--- config.mk ---
export PLATFORM = sky130hd
export DESIGN_NAME = z_result_stage_flat
export DESIGN_NICKNAME = d
export VERILOG_FILES = /design/src/rtl/alu_pkg.sv /design/src/rtl/z_result_stage_if.sv /design/src/rtl/z_fifo.sv /design/src/rtl/z_result_stage.sv /design/src/flat_wrapper.sv
export SDC_FILE = /design/constraint.sdc
export NUM_CORES = 1
export LEC_CHECK = 0
export ABC_AREA = 1
export CORE_MARGIN = 1
export CORE_UTILIZATION = 25
export DETAILED_ROUTE_END_ITERATION = 7
export SYNTH_ARGS = -nofsm -noshare
export SYNTH_HDL_FRONTEND = slang
export SYNTH_SLANG_ARGS = --single-unit
--- constraint.sdc ---
create_clock -name clock -period 3.92 [get_ports clock]
set_input_delay 1.176 -clock clock [delete_from_list [all_inputs] [get_ports clock]]
set_output_delay 1.176 -clock clock [all_outputs]
set_load 0.1 [all_outputs]
--- src/rtl/alu_pkg.sv ---
// Shared types for the ALU result path: entry layout, drain states and the
// zero-detect helper used when a result is captured.
package alu_pkg;

    localparam int DATA_W = 32;

    typedef struct packed {
        logic [DATA_W-1:0] hi;
        logic [DATA_W-1:0] lo;
        logic              wide;
        logic              zero;
    } z_entry_t;

    typedef enum logic {
        S_LO = 1'b0,
        S_HI = 1'b1
    } drain_state_t;

    // Narrow results compare only the low word; wide ones compare all 64 bits.
    function automatic logic result_is_zero(input logic [DATA_W-1:0] hi,
                                            input logic [DATA_W-1:0] lo,
                                            input logic              wide);
        logic lo_zero;
        logic hi_zero;
        lo_zero = (lo == {DATA_W{1'b0}});
        hi_zero = (hi == {DATA_W{1'b0}});
        if (wide) begin
            return lo_zero && hi_zero;
        end else begin
            return lo_zero;
        end
    endfunction

endpackage

--- src/rtl/z_result_stage_if.sv ---
// ALU-to-bus handshake bundle: result capture side (in_*) and beat drain side (out_*).
interface z_result_stage_if;
    import alu_pkg::*;

    logic              in_valid;
    logic              in_ready;
    logic [DATA_W-1:0] in_lo;
    logic [DATA_W-1:0] in_hi;
    logic              in_wide;

    logic              out_valid;
    logic              out_ready;
    logic [DATA_W-1:0] out_data;
    logic              out_is_hi;
    logic              out_last;
    logic              out_zero;

    modport master (
        output in_valid, in_lo, in_hi, in_wide, out_ready,
        input  in_ready, out_valid, out_data, out_is_hi, out_last, out_zero
    );

    modport slave (
        input  in_valid, in_lo, in_hi, in_wide, out_ready,
        output in_ready, out_valid, out_data, out_is_hi, out_last, out_zero
    );

endinterface

--- src/rtl/z_fifo.sv ---
// Register-array FIFO of result entries with occupancy count and a
// synchronous active-low clear that discards every stored entry.
module z_fifo
    import alu_pkg::*;
#(
    parameter  int DEPTH = 2,
    localparam int PTR_W = $clog2(DEPTH),
    localparam int CNT_W = $clog2(DEPTH) + 1
) (
    input  logic             clock,
    input  logic             clear_n,
    input  logic             push,
    input  z_entry_t         push_data,
    input  logic             pop,
    output z_entry_t         head,
    output logic [CNT_W-1:0] count,
    output logic             full,
    output logic             empty
);

    z_entry_t         mem_q [DEPTH];
    z_entry_t         mem_d [DEPTH];
    logic [PTR_W-1:0] wr_ptr_q, wr_ptr_d;
    logic [PTR_W-1:0] rd_ptr_q, rd_ptr_d;
    logic [CNT_W-1:0] count_q, count_d;
    logic             push_ok_s;
    logic             pop_ok_s;

    // Next-state for storage, pointers and occupancy; pointers wrap on power-of-2 depth.
    always_comb begin
        full      = (count_q == CNT_W'(DEPTH));
        empty     = (count_q == {CNT_W{1'b0}});
        push_ok_s = push && !full;
        pop_ok_s  = pop && !empty;
        mem_d     = mem_q;
        wr_ptr_d  = wr_ptr_q;
        rd_ptr_d  = rd_ptr_q;
        count_d   = count_q;
        if (push_ok_s) begin
            mem_d[wr_ptr_q] = push_data;
            wr_ptr_d        = wr_ptr_q + {{(PTR_W-1){1'b0}}, 1'b1};
        end else begin
            wr_ptr_d = wr_ptr_q;
        end
        if (pop_ok_s) begin
            rd_ptr_d = rd_ptr_q + {{(PTR_W-1){1'b0}}, 1'b1};
        end else begin
            rd_ptr_d = rd_ptr_q;
        end
        case ({push_ok_s, pop_ok_s})
            2'b10:   count_d = count_q + {{(CNT_W-1){1'b0}}, 1'b1};
            2'b01:   count_d = count_q - {{(CNT_W-1){1'b0}}, 1'b1};
            default: count_d = count_q;
        endcase
        head  = mem_q[rd_ptr_q];
        count = count_q;
    end

    // State registers with synchronous clear.
    always_ff @(posedge clock) begin
        if (!clear_n) begin
            for (int i = 0; i < DEPTH; i++) begin
                mem_q[i] <= {$bits(z_entry_t){1'b0}};
            end
            wr_ptr_q <= {PTR_W{1'b0}};
            rd_ptr_q <= {PTR_W{1'b0}};
            count_q  <= {CNT_W{1'b0}};
        end else begin
            mem_q    <= mem_d;
            wr_ptr_q <= wr_ptr_d;
            rd_ptr_q <= rd_ptr_d;
            count_q  <= count_d;
        end
    end

endmodule

--- src/rtl/z_result_stage.sv ---
// Captures ALU results into a small FIFO and drains them onto a 32-bit bus,
// LO beat first and an extra HI beat for wide (mul/div) results.
module z_result_stage
    import alu_pkg::*;
#(
    parameter  int DEPTH = 2,
    localparam int CNT_W = $clog2(DEPTH) + 1
) (
    input  logic             clock,
    input  logic             clear_n,
    z_result_stage_if.slave  bus,
    output logic [CNT_W-1:0] count
);

    drain_state_t state_q, state_d;
    z_entry_t     push_entry_s;
    z_entry_t     head_s;
    logic         push_s;
    logic         pop_s;
    logic         hs_s;
    logic         full_s;
    logic         empty_s;

    // Build the entry at capture time; HI is cleared for narrow results.
    always_comb begin
        push_s            = bus.in_valid && !full_s;
        push_entry_s.lo   = bus.in_lo;
        push_entry_s.wide = bus.in_wide;
        if (bus.in_wide) begin
            push_entry_s.hi = bus.in_hi;
        end else begin
            push_entry_s.hi = {DATA_W{1'b0}};
        end
        push_entry_s.zero = result_is_zero(push_entry_s.hi, bus.in_lo, bus.in_wide);
    end

    z_fifo #(
        .DEPTH (DEPTH)
    ) u_fifo (
        .clock     (clock),
        .clear_n   (clear_n),
        .push      (push_s),
        .push_data (push_entry_s),
        .pop       (pop_s),
        .head      (head_s),
        .count     (count),
        .full      (full_s),
        .empty     (empty_s)
    );

    // in_ready depends only on stored occupancy, never on out_ready.
    assign bus.in_ready  = !full_s;
    assign bus.out_valid = !empty_s;

    // Drain FSM: a wide head stays in the FIFO until its HI beat is taken.
    always_comb begin
        state_d = state_q;
        pop_s   = 1'b0;
        hs_s    = !empty_s && bus.out_ready;
        case (state_q)
            S_LO: begin
                if (hs_s) begin
                    if (head_s.wide) begin
                        state_d = S_HI;
                    end else begin
                        pop_s = 1'b1;
                    end
                end else begin
                    state_d = S_LO;
                end
            end
            S_HI: begin
                if (hs_s) begin
                    pop_s   = 1'b1;
                    state_d = S_LO;
                end else begin
                    state_d = S_HI;
                end
            end
            default: begin
                state_d = S_LO;
            end
        endcase
    end

    // Beat fields come from the head entry and drain state; all zero while empty.
    always_comb begin
        bus.out_data  = {DATA_W{1'b0}};
        bus.out_is_hi = 1'b0;
        bus.out_last  = 1'b0;
        bus.out_zero  = 1'b0;
        if (!empty_s) begin
            bus.out_zero = head_s.zero;
            case (state_q)
                S_LO: begin
                    bus.out_data = head_s.lo;
                    bus.out_last = !head_s.wide;
                end
                S_HI: begin
                    bus.out_data  = head_s.hi;
                    bus.out_is_hi = 1'b1;
                    bus.out_last  = 1'b1;
                end
                default: begin
                    bus.out_data = {DATA_W{1'b0}};
                end
            endcase
        end else begin
            bus.out_zero = 1'b0;
        end
    end

    // Drain state register.
    always_ff @(posedge clock) begin
        if (!clear_n) begin
            state_q <= S_LO;
        end else begin
            state_q <= state_d;
        end
    end

endmodule

--- src/flat_wrapper.sv ---
// flat-port wrapper written by rule: the top's interface ports become plain ports
module z_result_stage_flat import alu_pkg::*;
#(
    parameter  int DEPTH = 2,
    localparam int CNT_W = $clog2(DEPTH) + 1
)
  (clock, clear_n, count, bus_in_valid, bus_in_lo, bus_in_hi, bus_in_wide, bus_out_ready, bus_in_ready, bus_out_valid, bus_out_data, bus_out_is_hi, bus_out_last, bus_out_zero);
  z_result_stage_if bus_i ();
  input  logic clock;
  input  logic clear_n;
  output logic [CNT_W-1:0] count;
  input wire logic [$bits(bus_i.in_valid)-1:0] bus_in_valid;
  input wire logic [$bits(bus_i.in_lo)-1:0] bus_in_lo;
  input wire logic [$bits(bus_i.in_hi)-1:0] bus_in_hi;
  input wire logic [$bits(bus_i.in_wide)-1:0] bus_in_wide;
  input wire logic [$bits(bus_i.out_ready)-1:0] bus_out_ready;
  output wire logic [$bits(bus_i.in_ready)-1:0] bus_in_ready;
  output wire logic [$bits(bus_i.out_valid)-1:0] bus_out_valid;
  output wire logic [$bits(bus_i.out_data)-1:0] bus_out_data;
  output wire logic [$bits(bus_i.out_is_hi)-1:0] bus_out_is_hi;
  output wire logic [$bits(bus_i.out_last)-1:0] bus_out_last;
  output wire logic [$bits(bus_i.out_zero)-1:0] bus_out_zero;
  assign bus_i.in_valid = bus_in_valid;
  assign bus_i.in_lo = bus_in_lo;
  assign bus_i.in_hi = bus_in_hi;
  assign bus_i.in_wide = bus_in_wide;
  assign bus_i.out_ready = bus_out_ready;
  assign bus_in_ready = bus_i.in_ready;
  assign bus_out_valid = bus_i.out_valid;
  assign bus_out_data = bus_i.out_data;
  assign bus_out_is_hi = bus_i.out_is_hi;
  assign bus_out_last = bus_i.out_last;
  assign bus_out_zero = bus_i.out_zero;
  z_result_stage #(.DEPTH(DEPTH)) u_core (.clock(clock), .clear_n(clear_n), .bus(bus_i), .count(count));
endmodule
==> results.md <==
- Boundary pin count: around 110
- Starting Density: 0.254
- WP data required: 2740 ps
- N_diodes: 0
- Seq/Total Area, Yosys: 0.446
- First-pass GRT wire length: ~31 mm
- Non-filler cells in the finished layout: 1269
- CTS tree: done
- Port bufs: roughly 110
- Register area: 0.00274 sq mm
- Delay-heaviest family, CP: flip-flops
- Worst reg2reg path startpoint: u_core.u_fifo.rd_ptr_q$_SDFFE_PN0P_
- Placed Cells: between 1000 and 1500
- Fin Hold WS: 453 ps
- Setup Fix Bufs, Post-CTS: 0
- Worst Hold Class: flip-flop to flip-flop
- Hold Startpoint: u_core.u_fifo.mem_q[63]$_SDFFE_PN0P_
- Post-synth cell types: 27
- Die area: between 0.02 and 0.03 sq mm
- Critical Path Sink: bus_out_data[4]
- CP bufs+invs: 3
- Layout cell share with drive strength beyond 1: 0.112
- Initial drt markers: 618
- Post-detail-place hpwl: 13.5 mm
- Worst slew pin tran: 665 ps
- Yosys warning count: 0
- Antenna-violating nets left: 0
- Power Dens Cells: 679 mW/mm^2
- Grt met3 use: 0.0342
- Grt met2 use: 0.238
- Tcrit/Tclk final: 0.881
- Num CTS Buffers: 17
- Via count: 5967
- Sequential share of power: 0.285
- Global route overflow: 0
- Critical Path Max Stage Delay: between 600 and 700 ps
- Max-cap violations: 0
- #FFs+latches synth: 137
- Drt wl/cell: 15.4 microns
- Type of the worst setup path: flip-flop to output port
- Total wire length: a little under 20 mm
- RSZ-0062 raised after global routing: no
- Syn nets: 929
- Clk buf depth: 2
- Switching Share: 0.423
- Filler cells: around 2600
- H-tree depth: 4
- Synthesized area per cell: 7.16 sq um
- DIE HEIGHT: ~160 microns
- Worst-path cell chain: clkinv_1 -> buf_4 -> a21oi_1 -> o21ai_0 -> a21oi_1 -> buf_12
- # nets final: roughly 1000
- Detail-routed via count per cell: 4.70
- Clock Sinks: 137
- Largest net degree at the start of global routing: 70
- CTS root buf: clkbuf_16
- Global Route Usage Sum: 0.157
- Switch Pwr: ~2.4 mW
- Final-report setup violation count: 0
- Post_cts resized: 0
- Core Rows: 57
- Worst skew pair latency: 420 ps
- DR pass1 iterations: 5
- Slew Limit Headroom: 0.556
- Static Leak: 3.02 nW
- Die W: 159 microns
- Core footprint: ~0.024 sq mm
- Worst vdd ir: 0.000297 V
- Max-slew violations: 0
- M1 GR Usage: 0.213
- Layer with the highest usage: met2
- Critical path startpoint: u_core.state_q$_SDFF_PN0_
- Antenna violations before repair: 0
- CP arrival: around 2300 ps
- Worst reg2reg endpoint: u_core.u_fifo.count[1]$_SDFFE_PN0P_
- Syn Inst Count: 859
- Setup crit start kind: flip-flop
- Clk_skew: 6.64 ps
- Clk slew on worst S/H paths: 60 ps
- Vias in the first global route: 5512
- CP endpoint kind: output port
- Mapped Area: ~0.006 sq mm
- FF-to-FF setup slack: 1600 ps
- Worst R2R Path Depth: 7
- Cell depth of the worst setup path: 6
- CP dominant cell by count: a21oi_1
- DRC Markers: 0
- Minimum clock period: 3450 ps
- Critical path peak fanout: 34
- Synth-to-layout area growth: 35.7%
- Area occupied by multi-input gates: 0.00282 sq mm
- Slowest cell on the critical path: dfxtp_1
- Internal power: 3.27 mW
- Comb power frac: 0.425
- Status: finished, final reports clean
- Hold Path Cell Cnt: 2
- Hold buffer count at CTS: 0
- Power, Total: between 5 and 6 mW
- Clock Power Share: 0.290
- Final RePlAce weighted congestion: 0.774
- Hold Vio Cnt, Final: 0
- Fmax: 290 MHz
-- layer usage --
layer  up-vias  share of wire
met5         -              0
met2       170           0.45
met1      2744           0.48
li1       3023              -
met4         0          0.026
met3        30          0.049
-- stage by stage --
| step | instance area, sq um | utilization | setup WS (ps) | TNS (ps) |
|---|---|---|---|---|
| 6_report | 8350 | 0.344 | 467 | 0 |
| 5_1_grt | 8350 | 0.344 | 298 | 0 |
| 4_1_cts | 8350 | 0.344 | 455 | 0 |
| 3_5_place_dp | 7750 | 0.320 | 930 | 0 |
| 3_3_place_gp | 7750 | 0.320 | 878 | 0 |
| 2_1_floorplan | 6150 | - | -197 | -5520 |
-- final cells by class --
| class | count | share of cell area |
|---|---|---|
| tap | 324 | 0.0485 |
| clock buffer | 18 | 0.0514 |
| sequential | 137 | 0.329 |
| clock inverter | 14 | 0.0210 |
| timing repair buffer | 121 | 0.179 |
| inverter | 75 | 0.0337 |
| multi-input combinational | 580 | 0.338 |
-- synth_stat cells --
cell,instances,share of area
a211oi_1,24,0.029
a211oi_2,7,0.014
a21boi_1,1,0.0012
a21oi_1,135,0.11
and3_1,1,0.0010
buf_1,4,0.0024
buf_2,27,0.022
buf_6,3,0.0055
clkbuf_1,33,0.020
clkinv_1,2,0.0012
dfxtp_1,137,0.45
ha_1,1,0.0020
inv_1,68,0.041
inv_2,5,0.0030
nand2_1,101,0.062
nand2_2,3,0.0030
nand2_4,1,0.0018
nand3_1,33,0.027
nor2_1,101,0.062
nor2_2,1,0.0010
nor2_8,2,0.0065
nor3_1,1,0.00081
o211ai_1,1,0.0012
o21ai_0,154,0.13
o21ai_1,11,0.0089
o22ai_1,1,0.0010
xor2_1,1,0.0014
-- kinds of logic after synthesis --
kind of cell             Yosys count  share of synthesized area
AND/OR/NAND/NOR                  244                      0.164
AO/OA/AOI/OAI                    334                      0.291
adder cells (fa/ha/maj)            1                    0.00203
XOR/XNOR                           1                    0.00142
buffers and inverters            142                     0.0958
flip-flops                       137                      0.446
-- worst register-to-register path: cells and delay by family (launching register included) --
family / cells / cell delay [ps]
AO/OA/AOI/OAI: 2 / 640
buffers and inverters: 1 / 520
AND/OR/NAND/NOR: 3 / 370
flip-flops: 1 / 330
adder cells (fa/ha/maj): 1 / 330
-- worst min path at each step --
stage	slack [ps]	to
after floorplan	420	u_core.u_fifo.mem_q[34]$_SDFFE_PN0P_
after global placement	430	u_core.u_fifo.mem_q[51]$_SDFFE_PN0P_
after detailed placement	440	u_core.u_fifo.mem_q[53]$_SDFFE_PN0P_
after CTS	450	u_core.u_fifo.mem_q[58]$_SDFFE_PN0P_
after global routing	480	u_core.u_fifo.mem_q[63]$_SDFFE_PN0P_
final	450	u_core.u_fifo.mem_q[63]$_SDFFE_PN0P_
-- power groups by stage --
stage	Sequential, mW	Combinational [mW]	Clock (mW)
2_1_floorplan	1.66	1.56	0
3_3_place_gp	1.64	2.41	0
3_5_place_dp	1.64	2.41	0
4_1_cts	1.61	2.42	1.66
5_1_grt	1.63	2.54	1.73
6_report	1.62	2.41	1.64
-- flip-flops by register name (all words and copies together), names as in the netlist --
| signal | flops |
|---|---|
| u_core.u_fifo.wr_ptr_q | 1 |
| u_core.state_q | 1 |
| u_core.u_fifo.mem_q | 132 |
| u_core.u_fifo.count | 2 |
| u_core.u_fifo.rd_ptr_q | 1 |
-- cells in the final DEF, fill, tap and decap left out, types with 5 or more instances in the layout --
cell / n
clkinvlp_4: 6
clkdlybuf4s50_1: 66
a211oi_1: 24
inv_1: 68
o21ai_0: 154
clkbuf_16: 17
o21ai_1: 11
inv_2: 5
buf_12: 34
dfxtp_1: 136
nor2_1: 101
a21oi_1: 135
a211oi_2: 7
nand2_1: 101
nand3_1: 33
buf_4: 19
Note: power is estimated with default switching activity, not from simulation.
